==> src/rtl/axis_bram_adapter_v2_0_cntl.sv <==
// axis_bram_adapter_v2_0_cntl
//   Control core of the AXI-Stream <-> BRAM adapter. Moves whole lines of
//   WORDS_PER_LINE stream words between a narrow word stream and a wide BRAM
//   line. It steers the datapath line buffers via word-slot indices and
//   applies ready/valid backpressure on both stream sides.
//
// Ports
//   clk, rst            : clock (rising edge), synchronous active-high reset
//   start, rw           : transfer request (sampled in IDLE); rw=1 write, 0 read
//   start_index         : first BRAM line address
//   bound_index         : last BRAM line address (inclusive, wraps modulo 2^ADDR_W)
//   busy, done          : busy while not IDLE; done pulses once per transfer
//   s_valid/s_ready/s_tlast : input stream handshake
//   lbuf_load, lbuf_word_idx: capture stream word into line-buffer slot
//   m_valid/m_ready/m_tlast : output stream handshake
//   obuf_load, obuf_word_idx: capture BRAM data / select output word
//   bram_en, bram_we, bram_addr : BRAM port controls
//
// Build option
//   AXIS_BRAM_ADAPTER_IN_TLAST_EN : an accepted write beat with s_tlast=1
//   ends the transfer after committing the partial line. Undefined: s_tlast
//   is ignored.

module axis_bram_adapter_v2_0_cntl #(
  parameter int ADDR_W         = 12,
  parameter int WORDS_PER_LINE = 36,
  parameter int IDX_W          = 6,
  parameter int BRAM_RD_LAT    = 1
) (
  input  logic              clk,
  input  logic              rst,
  input  logic              start,
  input  logic              rw,
  input  logic [ADDR_W-1:0] start_index,
  input  logic [ADDR_W-1:0] bound_index,
  output logic              busy,
  output logic              done,
  input  logic              s_valid,
  output logic              s_ready,
  input  logic              s_tlast,
  output logic              lbuf_load,
  output logic [IDX_W-1:0]  lbuf_word_idx,
  output logic              m_valid,
  input  logic              m_ready,
  output logic              m_tlast,
  output logic              obuf_load,
  output logic [IDX_W-1:0]  obuf_word_idx,
  output logic              bram_en,
  output logic              bram_we,
  output logic [ADDR_W-1:0] bram_addr
);

  typedef enum logic [2:0] {
    S_IDLE,
    S_WR_FILL,
    S_WR_COMMIT,
    S_RD_ISSUE,
    S_RD_WAIT,
    S_RD_DRAIN,
    S_DONE
  } state_t;

  localparam logic [IDX_W-1:0] LAST_IDX = IDX_W'(WORDS_PER_LINE - 1);
  localparam logic [1:0]       LAT_LAST = 2'(BRAM_RD_LAT - 1);

  state_t            state;
  logic [ADDR_W-1:0] addr;
  logic [ADDR_W-1:0] bound;
  logic [IDX_W-1:0]  cnt;
  logic [1:0]        lat;
  logic              early_end;
  logic              fill_stop;

`ifdef AXIS_BRAM_ADAPTER_IN_TLAST_EN
  assign fill_stop = s_tlast;
`else
  logic unused_tlast;
  assign unused_tlast = s_tlast;
  assign fill_stop    = 1'b0;
`endif

  always_ff @(posedge clk) begin
    if (rst) begin
      state     <= S_IDLE;
      addr      <= '0;
      bound     <= '0;
      cnt       <= '0;
      lat       <= '0;
      early_end <= 1'b0;
    end else begin
      case (state)
        S_IDLE: begin
          if (start) begin
            addr      <= start_index;
            bound     <= bound_index;
            cnt       <= '0;
            early_end <= 1'b0;
            state     <= rw ? S_WR_FILL : S_RD_ISSUE;
          end
        end
        S_WR_FILL: begin
          if (s_valid) begin
            // A tlast beat (when enabled) closes the line early; the commit
            // then finishes the whole transfer regardless of bound.
            if (cnt == LAST_IDX || fill_stop) begin
              cnt       <= '0;
              early_end <= fill_stop;
              state     <= S_WR_COMMIT;
            end else begin
              cnt <= cnt + IDX_W'(1);
            end
          end
        end
        S_WR_COMMIT: begin
          if (addr == bound || early_end) begin
            state <= S_DONE;
          end else begin
            addr  <= addr + ADDR_W'(1);
            state <= S_WR_FILL;
          end
        end
        S_RD_ISSUE: begin
          lat   <= '0;
          state <= S_RD_WAIT;
        end
        S_RD_WAIT: begin
          if (lat == LAT_LAST) begin
            state <= S_RD_DRAIN;
          end else begin
            lat <= lat + 2'd1;
          end
        end
        S_RD_DRAIN: begin
          if (m_ready) begin
            if (cnt == LAST_IDX) begin
              cnt <= '0;
              if (addr == bound) begin
                state <= S_DONE;
              end else begin
                addr  <= addr + ADDR_W'(1);
                state <= S_RD_ISSUE;
              end
            end else begin
              cnt <= cnt + IDX_W'(1);
            end
          end
        end
        S_DONE:  state <= S_IDLE;
        default: state <= S_IDLE;
      endcase
    end
  end

  // Outputs are pure decodes of the registered state so they never glitch
  // with stream inputs (lbuf_load is the one handshake-qualified exception).
  always_comb begin
    busy          = (state != S_IDLE);
    done          = (state == S_DONE);
    s_ready       = 1'b0;
    lbuf_word_idx = '0;
    m_valid       = 1'b0;
    m_tlast       = 1'b0;
    obuf_load     = 1'b0;
    obuf_word_idx = '0;
    bram_en       = 1'b0;
    bram_we       = 1'b0;
    bram_addr     = '0;
    case (state)
      S_WR_FILL: begin
        s_ready       = 1'b1;
        lbuf_word_idx = cnt;
      end
      S_WR_COMMIT: begin
        bram_en   = 1'b1;
        bram_we   = 1'b1;
        bram_addr = addr;
      end
      S_RD_ISSUE: begin
        bram_en   = 1'b1;
        bram_addr = addr;
      end
      S_RD_WAIT: obuf_load = (lat == LAT_LAST);
      S_RD_DRAIN: begin
        m_valid       = 1'b1;
        obuf_word_idx = cnt;
        m_tlast       = (cnt == LAST_IDX) && (addr == bound);
      end
      default: ;
    endcase
  end

  assign lbuf_load = s_valid & s_ready;

endmodule

==> config.mk <==
export PLATFORM = sky130hd
export DESIGN_NAME = axis_bram_adapter_v2_0_cntl
export DESIGN_NICKNAME = d
export VERILOG_FILES = /design/src/rtl/axis_bram_adapter_v2_0_cntl.sv
export SDC_FILE = /design/constraint.sdc
export NUM_CORES = 1
export LEC_CHECK = 0
export ABC_AREA = 1
export CAP_MARGIN = 20
export CORE_MARGIN = 3
export CORE_UTILIZATION = 52
export CTS_CLUSTER_DIAMETER = 150
export DETAILED_ROUTE_END_ITERATION = 7
export PLACE_DENSITY = 0.89
export SKIP_CTS_REPAIR_TIMING = 1
export SLEW_MARGIN = 20
export SYNTH_ARGS = -nofsm -noshare
export SYNTH_HDL_FRONTEND = slang
export SYNTH_SLANG_ARGS = --single-unit
==> constraint.sdc <==
create_clock -name clk -period 4.3 [get_ports clk]
set_clock_uncertainty 0.2 [all_clocks]
set_input_delay 0.86 -clock clk [delete_from_list [all_inputs] [get_ports clk]]
set_output_delay 0.86 -clock clk [all_outputs]
set_load 0.03 [all_outputs]
==> out/metrics.csv <==
stage;metric;value;unit
outcome;outcome;finished, final reports clean;
cts;Root Buffer Master;clkbuf_8;
yosys;ys flop type;dfxtp_1;
cts;CTS Sinks;35;
yosys;Synth area leaders;dfxtp_1, nand2_1, nor2_1, inv_1, a21oi_1;
drt;Routed Antenna Nets;0;
setup_path;most numerous cell on the critical path;nand2_1;
global_routing;global route overflow;0;
yosys;post-synthesis cell type count;28;
cts;clk_lat worst skew;0.29;ns
placement;DP Worst Slack;1.09;ns
timing;Post-Route Setup TNS;0;ns
setup_path;CP Launch Type;register;
power_and_ir_drop;leakage power;1.38;nW
setup_path;worst setup path startpoint;addr[9];
yosys;number of synthesized flops with an enable pin;0;
floorplanning;Total Die Area;5380;um^2
placement;# placed instances;509;
global_routing;GRT Util Overall;24.3;%
placement;placer's final routability congestion estimate;0.869;
setup_path;CP endpoint kind;output pin;
setup_path;CP Data Required Time;3.24;ns
timing;Max Slew Vio Count;0;
global_routing;largest net degree at the start of global routing;24;
timing;Min Clock Period, post-route;3.30;ns
setup_path;R2R setup slack;2.27;ns
yosys;yosys warns;0;
yosys;Cells after Synth;406;
floorplanning;Die X-Extent;73.3;um
yosys;syn nets;440;
timing;pin slew with the least headroom to its limit;0.747;ns
min_path;hold path startpoint;bound[5];
power_and_ir_drop;power per cell area;556;nW/um^2
yosys;synthesized cell area;2360;um^2
cts;Worst-path clk slew;0.07;ns
timing;unrepaired setup endpoints after global routing;no;
drt;Via Count;2676;
timing;relative slew slack;50.2;%
timing;Final Hold Vio Count;0;
finish;number of fill cells in the layout;364;
setup_path;FF-to-FF Start;addr[9];
floorplanning;FP Rows;23;
cts;TritonCTS Buffers;5;
min_path;HP Class;register to register;
setup_path;R2R Path End;addr[1];
setup_path;critical-path cell list;inv_1 > nand2_1 > nand2_1 > inv_1 > nand2_1 > nor2_1 > nand3_1 > nor3_1 > clkdlybuf4s50_1;
placement;hpwl dp;4730;um
job;Max-cap violations;0;
floorplanning;Ports;64;
yosys;Synth top area share;29.7;%
floorplanning;Die Span Y;73.3;um
min_path;Cells on Worst Hold Path;2;
cts;CTS tree;yes;
placement;Buffers on Ports;62;
drt;TritonRoute pass-1 iters;5;
global_routing;first-pass GRT wire length;10400;um
setup_path;CP max FO;5;
yosys;Post-Syn Area per Cell;5.81;um^2
cts;CTS Buffer Depth;2;
timing;period utilisation layout;76.7;%
drt;drt drc;0;
finish;diode count;0;
yosys;Post-synth ARST share;0;%
drt;DR WL/cell;12.4;um
cts;H-tree Lvls;2;
setup_path;slowest CP cell;clkdlybuf4s50_1;
power_and_ir_drop;worst vdd ir;0.000378;V
setup_path;Crit Path Class;register to output pin;
timing;final setup violation count;0;
finish;Syn-to-layout area delta;31.2;%
yosys;Seq/Total Area, Yosys;29.7;%
yosys;register bit total from synthesis;35;
min_path;Min-Delay Endpoint;bound[5];
setup_path;Worst R2R Path Depth;11;
drt;initial DRC count;187;
timing;Fmax;303;MHz
floorplanning;core area;4170;um^2
drt;routed vias/inst;5.18;
floorplanning;Starting Density;56.5;%
yosys;post-synth top area cell;dfxtp_1;
setup_path;largest stage delay on the critical path;0.70;ns
finish;share of layout cells above drive strength 1;6.21;%
finish;final cell count without fillers;517;
drt;Routed WL;6410;um
setup_path;critical path arrival;2.24;ns
yosys;top-count cell post-synth;nand2_1;
timing;Setup WS post-layout;1.00;ns
yosys;most frequent cells after synthesis;nand2_1, nor2_1, inv_1;
finish;Layout Nets;500;
global_routing;vias in the first global route;2431;
global_routing;initial antenna violation count;0;
state kept, by name, summed over array words and instances (netlist names):
| name | count |
|---|---|
| addr | 12 |
| bound | 12 |
| cnt | 6 |
| lat | 2 |
| state | 3 |
how the worst max path moves through the flow:
stage / depth (start not counted) / to
floorplan: 6 / bram_addr[10]
global placement: 4 / lbuf_load
detailed placement: 4 / lbuf_load
CTS: 6 / bram_addr[0]
global route: 7 / m_tlast
finish: 9 / m_tlast
cells by family after synthesis:
family | synth area share (%)
simple gates | 45.1
buf+inv | 10.9
compound gates | 10.1
flops | 29.7
xor+xnor | 2.60
fa+ha+maj | 1.59
per-stage QoR:
stage	hold slack, ns	util [%]	total power [mW]	area, um^2
floorplan	0.244	-	1.20	2360
global placement	0.256	71.8	1.41	3000
detailed placement	0.266	71.8	1.44	3000
CTS	0.275	74.2	1.71	3100
global route	0.300	74.2	1.86	3100
finish	0.275	74.2	1.72	3100
cell type report:
class | count | area (um^2) | share of cell area [%]
clock buffers | 8 | 100 | 3.23
inverters | 56 | 210 | 6.79
flip-flops and latches | 35 | 701 | 22.6
well taps | 50 | 62.6 | 2.02
multi-input cells | 306 | 1400 | 45.3
repair buffers | 62 | 621 | 20.0
critical path: cells and delay by family, from the launching register on:
family,cells,cell delay [ns]
buffers and inverters,3,0.86
DFF,1,0.45
and+or+nand+nor,6,0.64
cells in the final DEF, fill, tap and decap left out, types with 2 or more instances in the layout:
cell,n
dfxtp_1,35
xor2_1,5
xnor2_1,2
a21oi_1,22
inv_2,5
nor2_1,75
nand4_1,4
clkdlybuf4s50_1,62
nand3b_1,3
nand3_1,21
nand3_2,2
clkbuf_8,7
inv_1,51
ha_1,3
nor3_1,9
o21ai_0,20
nand2_2,9
nand2_4,2
nand2_1,123
report_power, final:
part / switching [mW] / leakage [nW] / internal (mW)
clock network: 0.121 / 0.0515 / 0.146
logic: 0.605 / 1.04 / 0.320
registers: 0.111 / 0.288 / 0.418
metal layers:
metal,vias up,GRT usage (%),part of all wire [%]
met1,1200,32.2,44
met5,-,0,0
li1,1373,-,-
met3,14,4.79,6.1
met4,0,8.05,2.2
met2,89,39.3,48
Note: power is estimated with default switching activity, not from simulation.
